[config.mk]
export PLATFORM = sky130hd
export DESIGN_NAME = pipeline_hazard_ctrl
export DESIGN_NICKNAME = d
export VERILOG_FILES = /design/src/rtl/pipeline_hazard_ctrl.sv
export SDC_FILE = /design/constraint.sdc
export NUM_CORES = 1
export LEC_CHECK = 0
export ABC_AREA = 1
export BUFFER_PORTS_ARGS = -buffer_cell sky130_fd_sc_hd__buf_4
export CAP_MARGIN = 10
export CORE_UTILIZATION = 49
export DETAILED_ROUTE_END_ITERATION = 6
export HOLD_SLACK_MARGIN = 0.12
export PLACE_DENSITY = 0.9
export SLEW_MARGIN = 20
export SYNTH_ARGS = -nofsm -noshare
export SYNTH_HDL_FRONTEND = slang
export SYNTH_SLANG_ARGS = --single-unit
[constraint.sdc]
create_clock -name CLK -period 2.3 [get_ports CLK]
set_clock_uncertainty 0.05 [all_clocks]
set_input_delay 0.46 -clock CLK [delete_from_list [all_inputs] [get_ports CLK]]
set_output_delay 0.46 -clock CLK [all_outputs]
set_load 0.05 [all_outputs]
[src/rtl/pipeline_hazard_ctrl.sv]
// Pipeline register sequencer: merges memory waits, load-use, redirects and halt into
// per-stage enable/flush controls, and drains the pipe into a sticky halted state.
module pipeline_hazard_ctrl #(
    parameter int unsigned DRAIN_CYCLES = 2,
    parameter int unsigned CNT_W        = 16
) (
    input  logic             CLK,
    input  logic             RST,
    input  logic             ihit,
    input  logic             dhit,
    input  logic             exmem_memop,
    input  logic             idex_dREN,
    input  logic [4:0]       idex_rt,
    input  logic [4:0]       ifid_rs,
    input  logic [4:0]       ifid_rt,
    input  logic             ifid_uses_rt,
    input  logic             redirect,
    input  logic             halt_mem,
    output logic             pc_en,
    output logic             ifid_en,
    output logic             idex_en,
    output logic             exmem_en,
    output logic             memwb_en,
    output logic             ifid_flush,
    output logic             idex_flush,
    output logic             exmem_flush,
    output logic             halted,
    output logic [CNT_W-1:0] stall_count
);

    typedef enum logic [1:0] {
        StRun,
        StDrain,
        StHalted
    } state_e;

    localparam int unsigned DrainW = (DRAIN_CYCLES > 1) ? $clog2(DRAIN_CYCLES) : 1;
    localparam logic [DrainW-1:0] DrainInit = DrainW'(DRAIN_CYCLES - 1);

    state_e            state_q, state_d;
    logic [DrainW-1:0] drain_cnt_q, drain_cnt_d;
    logic [CNT_W-1:0]  stall_cnt_q, stall_cnt_d;

    logic mem_wait;
    logic load_use;

    assign mem_wait = exmem_memop && !dhit;

    // r0 is hardwired zero, so a load targeting it never creates a dependency.
    assign load_use = idex_dREN && (idex_rt != 5'd0) &&
                      ((idex_rt == ifid_rs) || (ifid_uses_rt && (idex_rt == ifid_rt)));

    always_comb begin
        state_d     = state_q;
        drain_cnt_d = drain_cnt_q;
        stall_cnt_d = stall_cnt_q;
        pc_en       = 1'b0;
        ifid_en     = 1'b0;
        idex_en     = 1'b0;
        exmem_en    = 1'b0;
        memwb_en    = 1'b0;
        ifid_flush  = 1'b0;
        idex_flush  = 1'b0;
        exmem_flush = 1'b0;
        halted      = 1'b0;

        if (RST) begin
            state_d     = StRun;
            drain_cnt_d = '0;
            stall_cnt_d = '0;
            ifid_flush  = 1'b1;
            idex_flush  = 1'b1;
            exmem_flush = 1'b1;
        end else begin
            unique case (state_q)
                StRun: begin
                    if (mem_wait) begin
                        // Whole pipe frozen; held redirect/halt are taken on the dhit cycle.
                    end else if (halt_mem) begin
                        state_d     = StDrain;
                        drain_cnt_d = DrainInit;
                        ifid_flush  = 1'b1;
                        idex_flush  = 1'b1;
                        exmem_en    = 1'b1;
                        memwb_en    = 1'b1;
                    end else if (redirect) begin
                        pc_en       = 1'b1;
                        ifid_en     = 1'b1;
                        idex_en     = 1'b1;
                        exmem_en    = 1'b1;
                        memwb_en    = 1'b1;
                        ifid_flush  = 1'b1;
                        idex_flush  = 1'b1;
                        exmem_flush = 1'b1;
                    end else if (!ihit || load_use) begin
                        idex_flush = 1'b1;
                        exmem_en   = 1'b1;
                        memwb_en   = 1'b1;
                    end else begin
                        pc_en    = 1'b1;
                        ifid_en  = 1'b1;
                        idex_en  = 1'b1;
                        exmem_en = 1'b1;
                        memwb_en = 1'b1;
                    end

                    if (!pc_en && (stall_cnt_q != {CNT_W{1'b1}})) begin
                        stall_cnt_d = stall_cnt_q + 1'b1;
                    end
                end
                StDrain: begin
                    ifid_flush  = 1'b1;
                    idex_flush  = 1'b1;
                    exmem_flush = 1'b1;
                    memwb_en    = 1'b1;
                    if (drain_cnt_q == '0) begin
                        state_d = StHalted;
                    end else begin
                        drain_cnt_d = drain_cnt_q - 1'b1;
                    end
                end
                StHalted: begin
                    halted = 1'b1;
                end
                default: begin
                    state_d = StRun;
                end
            endcase
        end
    end

    always_ff @(posedge CLK) begin
        state_q     <= state_d;
        drain_cnt_q <= drain_cnt_d;
        stall_cnt_q <= stall_cnt_d;
    end

    assign stall_count = stall_cnt_q;

endmodule

== Word-level counts from Yosys, hierarchy flattened ==
Index checks and enable logic that the tools add are counted.
Storage, ports and cells
  flip-flop bits (word level): 19
  input bits: 24
  output and inout port bits: 25
  logic and storage cells: 70
Cells by class
  $add $sub $neg: 2
  equal/unequal tests: 8
  multiplexer cells: 40
  bitwise gates (word level): 1
  reductions and logical operators: 16
Operators by type and width (number)
  two-way mux 1 bit: 31
  adder 16 x 1 -> 16 bit (second input constant): 1
  inequality test 16 bit (second input constant): 1
  equality test 5 bit: 2
  case mux 1 bit (2 select lines): 5
  two-way mux 2 bit: 3
  inequality test 2 bit (second input constant): 3
  case mux 2 bit (3 select lines): 1
  logical AND 1 bit: 5
  nonzero test 5 bit: 1
  AND reduction 4 bit: 1
  zero test 1 bit: 3
  AND reduction 3 bit: 1
  equality test 2 x 1 -> 1 bit (second input constant): 1
  equality test 2 bit (second input constant): 1
  zero test 2 bit: 1
  logical OR 1 bit: 2
  AND reduction 2 bit: 1
  nonzero test 2 bit: 1
  inverter 1 bit: 1
  subtractor 1 bit (second input constant): 1

== Logic depth before layout (Yosys ltp) ==
Gate-level depths: netlist of run 1.
  depth after elaboration: 14
  mapped depth: 14
  depth with buffers taken out: 14

== Worst setup path after synthesis of run 1 ==
No wires, ideal clock.
  path type: input port to output port
  start: in idex_rt[3]
  end: out ifid_en
  arrival time: 2.835 ns
  data required time: 1.790 ns
  setup slack: -1.045 ns
  stages: 11
  buffers on the path: 2
  cells stage by stage: inv_1 > nand4_1 > o21ai_0 > inv_1 > nand2_1 > nand2_1 > nand2_1 > nand3_2 > buf_2 > nor3_1 > buf_4
Between the ends
  longest elaborated chain between the ends: 11
  elaborated cells between the ends (all ways): 14
  those cells by class: eq/ne: 2; mux: 6; reduce/logical: 6
RTL lines
  from (decl): RTL line 13  | input logic [4:0] idex_rt,
  equality test 5 bit: RTL line 51  | ((idex_rt == ifid_rs) || (ifid_uses_rt && (idex_rt == ifid_rt)));
  logical AND 1 bit: RTL line 51
  logical OR 1 bit: RTL line 51
  logical AND 1 bit *: RTL line 50  | assign load_use = idex_dREN && (idex_rt != 5'd0) &&
  logical OR 1 bit *: RTL line 95  | end else if (!ihit || load_use) begin
  two-way mux 1 bit * (6 in series)
  to (decl): RTL line 20  | output logic ifid_en,
Every way passes the cells marked *; elsewhere a longest branch is shown, timed or not.

== Worst setup path after layout of run 1 ==
  start: in idex_rt[1]
  end: out ifid_en
Between the ends
  longest elaborated chain between the ends: 11
  elaborated cells between the ends (all ways): 14
  those cells by class: eq/ne: 2; mux: 6; reduce/logical: 6
RTL lines
  equality test 5 bit: RTL line 51
  logical AND 1 bit: RTL line 51
  logical OR 1 bit: RTL line 51
  logical AND 1 bit *: RTL line 50
  logical OR 1 bit *: RTL line 95
  two-way mux 1 bit *: RTL line 95
  two-way mux 1 bit *: RTL line 86  | end else if (redirect) begin
  two-way mux 1 bit *: RTL line 79  | end else if (halt_mem) begin
  two-way mux 1 bit *: RTL line 77  | if (mem_wait) begin
  two-way mux 1 bit *: RTL line 75  | unique case (state_q)
  two-way mux 1 bit *: RTL line 67  | if (RST) begin
Marked as above.

==> results.md, run 1 <==
* Nets@finish at 307
* First-pass DRT Iterations at 4
* Ant. Diodes at 0
* Buffers added on ports at 48
* Num Clock Sinks at 19
* Gate power share at between 40 and 50%
* Post-synth cell types at 28
* Clock group share of total power at 18.0%
* Rows at 18
* Max Cap Violations at 0
* Register bit count reported by yosys at 19
* CTS Buffer Depth at 2
* Routed Antenna Nets at 0
* Final WL at 3070 µm
* Critical path fanouts, max at 3
* Vias at roughly 1.5k
* Net Sw Power at about 390 µW
* Die area at 3040 µm²
* Worst Hold Class: input pin to flip-flop
* Most frequent cells in the layout: 61 x nand2_1, 46 x buf_4, 40 x nor2_1
* Crit path arrival time at around 1600 ps
* Critical Path Start: idex_rt[1]
* Max transition margin at 67.0%
* Layout cells sized above 1 at 28.1%
* 1st-iter DRT viols at 23
* Area Growth Syn to Fin at 35.3%
* H-tree levels at 1
* Post-Syn Nets at about 260
* Hold_sp: RST
* Die H at 55.2 µm
* Worst Path Required at around 1800 ps
* Final-report max-slew violation count at 0
* Most common cell after layout, fill and taps aside: nand2_1
* RSZ-0062 raised after global routing: false
* CTS root buf: clkbuf_4
* Chip Width at around 55 µm
* Routed vias/inst at slightly below 5
* Initial antenna violation count at 0
* Vias in the first global route at roughly 1.3k
* Worst IR Drop VDD at 465 µV
* Clk slew on worst S/H paths at roughly 110 ps
* Core area at approximately 2600 µm²
* CTS buffer count at 3
* Flop pwr share at between 30 and 40%
* P_int at around 560 µW
* Top Ports at slightly below 50
* Final Total Pwr at between 900 and 1000 µW
* Max Fclk at ~0.47 GHz
* Crit path capture type: output port
* Outcome: complete, no violations
* Placed cell area at around 1800 µm²
* Slowest-stage cell, CP: nor3_4
* Worst r2r src: stall_count[0]$_SDFFE_PP0P_
* # fillers at ~220
* Worst-Margin Slew at 495 ps
* CTS tree: built
* Avg WL per Cell at a little under 10 µm
* Final instance area at 1870 µm²
* Mapped Cells at around 230
* Pin count of the biggest net entering global routing at 26
* Cell Area, Synth at 1390 µm²
* Crit-path leading delay family: simple AND/OR/NAND/NOR gates
* CP Class: input pin to output port
* Final setup viols at 0
* Final core utilization at roughly three quarters
* Hold Vio Cnt, Final at 0
* Net Sw Frac at 40.9%
* P_leak at 0.000951 µW
* Global route overflow at 0
* GP Congestion at ~0.81
* Pwr per Cell Area at about 510 nW/µm²
* Worst setup SP type: input pin
* Register area share after synthesis at 27.5%
* Total Routing Usage GR at 22.4%
* CP peak stage delay at 250 ps
* Starting Density at a little over half
* Post-CTS Hold Fix Bufs at 0
* Minimum clock period at 2130 ps
* CP dominant cell by count: nand2_2
* HPWL after detailed placement at 2360 µm
* Synthesis Warnings at 0
* Bufs and invs on worst path at 4
* Worst-Skew Late Latency at about 300 ps
* Syn avg cell area at roughly 6 µm²
* Final worst-path cycle share at between 90% and 100%
* First-pass GRT wire length at approximately 5000 µm
* Cells along the critical path: buf_4 > inv_4 > nand4_1 > o21ai_1 > inv_1 > nand2_1 > nand2_2 > nand2_2 > nand3_4 > nor3_4 > buf_6
* # DRC at 0
-- power groups by stage --
| stage | logic, µW | clock network (µW) | registers, µW |
|---|---|---|---|
| after floorplan | 217 | 0 | 447 |
| after global placement | 385 | 0 | 384 |
| after detailed placement | 391 | 0 | 386 |
| after CTS | 392 | 174 | 378 |
| after global routing | 434 | 193 | 382 |
| final | 399 | 171 | 378 |
-- flip-flops by register name, summed over array words and instances (netlist names) --
| name | cells |
|---|---|
| drain_cnt_q | 1 |
| stall_count | 16 |
| state_q | 2 |
-- cells in the mapped netlist --
library cell / number / area (µm²)
nand2_1: 63 / 236
nor2_1: 40 / 150
inv_1: 38 / 143
dfxtp_1: 19 / 380
nand3_1: 16 / 80.1
a21oi_1: 12 / 60.1
nor3_1: 6 / 30.0
xor2_1: 5 / 43.8
buf_4: 3 / 22.5
nand3_2: 3 / 30.0
nand4_1: 3 / 18.8
o21ai_0: 3 / 15.0
a31o_2: 2 / 17.5
buf_2: 2 / 10.0
inv_2: 2 / 7.51
nand2_4: 2 / 22.5
nor2_2: 2 / 12.5
and2_1: 1 / 6.26
buf_6: 1 / 11.3
clkbuf_1: 1 / 3.75
ha_1: 1 / 12.5
nand2_2: 1 / 6.26
nand3b_1: 1 / 7.51
nor3_4: 1 / 16.3
o21ai_4: 1 / 16.3
o31ai_1: 1 / 7.51
o41ai_1: 1 / 8.76
xnor2_1: 1 / 8.76
-- path summary, 6_finish.rpt --
kind	cells past startpoint	slack [ps]	to
min reg2reg	2	450	drain_cnt_q$_SDFFE_PP0P_
max reg2reg	11	340	stall_count[6]$_SDFFE_PP0P_
max	11	170	ifid_en
min	2	330	stall_count[15]$_SDFFE_PP0P_
-- per-stage QoR --
stage	setup slack, ps	hold slack (ps)	setup TNS, ps	std cells
CTS	138	328	0	310
detailed placement	137	439	0	306
global placement	175	422	0	306
finish	169	334	0	311
floorplan	-212	405	-377	232
global route	6.12	335	0	311
-- routing by layer --
metal	GRT usage, %	wire (µm)	part of all wire [%]	vias to the layer above
met2	40.4	1480	48	36
met5	0	0	0	-
met3	3.55	133	4.3	4
met1	27.7	1430	47	671
li1	-	-	-	817
met4	5.00	30	0.98	0
-- timing repair --
action / CTS / global route
endpoints found under the setup margin: 0 / 3
buffers inserted: 0 / 1
resized for setup: 0 / 7
-- final cells by class --
cell class / instances / area [µm²] / area share, %
clock inverters: 1 / 5.00 / 0.267
inverters: 40 / 178 / 9.48
repair buffers: 52 / 413 / 22.0
well taps: 30 / 37.5 / 2.00
clock buffers: 3 / 22.5 / 1.20
flip-flops and latches: 19 / 380 / 20.3
multi-input cells: 166 / 838 / 44.7
-- cells by family (layout without fill, tap and decap cells) --
family | count (synthesis) | in the layout | synth area share (%)
flops | 19 | 19 | 27.5
buf+inv | 47 | 96 | 14.3
compound gates | 20 | 20 | 9.03
xor+xnor | 6 | 6 | 3.79
fa+ha+maj | 1 | 1 | 0.903
simple gates | 139 | 139 | 44.5
Note: power is estimated with default switching activity, not from simulation.
==> run 2, diff against run 1 <==
Settings changed: CORE_ASPECT_RATIO set to 0.7, CTS_CLUSTER_SIZE set to 30.
==> results.md, run 2 (synthesis results as in run 1) <==
* Outcome: complete, no violations
* Hold_sp: RST
* Net Sw Power at slightly below 400 µW
* Multi-input logic area at ~840 µm²
* Crit path capture type: output port
* Gate power share at a little under 40%
* RSZ-0062 raised after global routing: false
* First-pass DRT Iterations at 4
* Reg area at 380 µm²
* Core area at approximately 2600 µm²
* P_leak at 0.000941 µW
* CTS tree: built
* CTS resizes at 0
* Critical Path Start: idex_rt[3]
* Buffers added on ports at 48
* Num Clock Sinks at 19
* Initial antenna violation count at 0
* CTS Buffer Depth at 2
* Most common cell after layout, fill and taps aside: nand2_1
* Clock group share of total power at a little under a quarter
* GP Congestion at approximately 0.79
* Chip Width at 65.5 µm
* # DRC at 0
* Top Ports at 49
* Worst r2r src: stall_count[1]$_SDFFE_PP0P_
* Net Sw Frac at 39.4%
* Vias in the first global route at 1308
* Worst-Margin Slew at about 480 ps
* CTS root buf: clkbuf_8
* Final Total Pwr at between 1000 and 1500 µW
* Largest register FFs at 16
* Routed vias/inst at about 4.8
* Minimum clock period at 2170 ps
* Worst setup SP type: input pin
* Die H at 46.5 µm
* H-tree levels at 1
* Layout cells sized above 1 at a little over a quarter
* Pin count of the biggest net entering global routing at 26
* Global route overflow at 0
* First-pass GRT wire length at between 5000 and 6000 µm
* Worst-Skew Late Latency at about 260 ps
* Max Fclk at ~0.46 GHz
* Ant. Diodes at 0
* Worst IR Drop VDD at 285 µV
* WHS Endpoint: stall_count[15]$_SDFFE_PP0P_
* Reg2Reg Depth at 11
* Final worst-path cycle share at between 90% and 100%
* Routed Antenna Nets at 0
* Critical path fanouts, max at 3
* Starting Density at 53.9%
* Nets@finish at a little over 300
* CP Class: input pin to output port
* Total Routing Usage GR at a little under a quarter
* Max Cap Violations at 0
* Hold Vio Cnt, Final at 0
* Setup TNS at 0 ps
* Post-CTS Setup Bufs at 0
* Reg2reg setup slack at approximately 350 ps
* # fillers at approximately 220
* Worst Hold Class: input pin to flip-flop
* Fin Hold WS at 386 ps
* Die area at slightly above 3000 µm²
* Final-report max-slew violation count at 0
* Final setup viols at 0
* Most frequent cells in the layout: 62 x nand2_1, 50 x buf_4, 40 x nor2_1
* HPWL after detailed placement at roughly 2400 µm
* R2r endpoint: stall_count[6]$_SDFFE_PP0P_
* Max transition margin at about 68%
* P_int at roughly 610 µW
* Final WL at between 3000 and 4000 µm
* Hold path cells at 2
* Clk slew on worst S/H paths at 70 ps
* Rows at 15
* Flop pwr share at a little under two fifths
* 1st-iter DRT viols at between 100 and 150
* CTS buffer count at 3
* Avg WL per Cell at just over 10 µm
* Area Growth Syn to Fin at 34.1%
* Vias at 1508
* Worst Path Required at approximately 1800 ps
* Crit path arrival time at 1660 ps
* Pwr per Cell Area at roughly 540 nW/µm²
* Post-CTS Hold Fix Bufs at 0
==> run 2: changes by cell type in the layout (fill, tap and decap cells not counted), sizes merged <==
cell,before,now
buf,52,50
clkbuf,3,4
clkinv,1,0
==> run 2: area by class of cell <==
cell class	instances	share of cell area (%)
Multi-Input combinational cell	166	45.0
Clock buffer	4	2.43
Sequential cell	19	20.5
Tap cell	34	2.29
Inverter	40	9.57
Timing Repair Buffer	50	20.2
==> run 2: critical path, stage by stage <==
cell	delay, ps
buf_4	150
inv_12	50
nand4_1	100
o21ai_1	140
inv_1	50
nand2_1	50
nand2_1	70
nand2_2	90
nand3_4	70
nor3_4	200
buf_4	230
==> run 2: how the worst max path moves through the flow <==
stage / to / slack [ps] / cells after the start
floorplan: ifid_en / -210 / 11
global placement: idex_en / 140 / 13
detailed placement: idex_en / 120 / 13
CTS: idex_en / 120 / 13
global route: idex_en / 10 / 13
finish: idex_en / 130 / 11
==> run 2: power groups by stage <==
stage | combinational, µW | clock (µW) | sequential [µW]
2_1_floorplan | 217 | 0 | 447
5_1_grt | 429 | 255 | 382
3_3_place_gp | 383 | 0 | 385
6_report | 390 | 240 | 378
3_5_place_dp | 388 | 0 | 385
4_1_cts | 390 | 244 | 378
==> run 2: routing by layer <==
metal | global-route usage [%] | vias to the layer above | wire length [µm]
li1 | - | 810 | -
met1 | 32.0 | 657 | 1590
met2 | 39.0 | 38 | 1420
met3 | 5.94 | 3 | 156
met4 | 3.91 | 0 | 16
met5 | 0 | - | 0
==> run 2: metrics by stage <==
| stage | cells | worst slack, ps | area, µm² | utilization, % |
|---|---|---|---|---|
| 2_1_floorplan | 232 | -212 | 1450 | - |
| 3_3_place_gp | 309 | 143 | 1810 | 70.5 |
| 3_5_place_dp | 309 | 118 | 1810 | 70.5 |
| 4_1_cts | 313 | 119 | 1860 | 72.2 |
| 5_1_grt | 313 | 13.8 | 1860 | 72.2 |
| 6_report | 313 | 132 | 1860 | 72.2 |
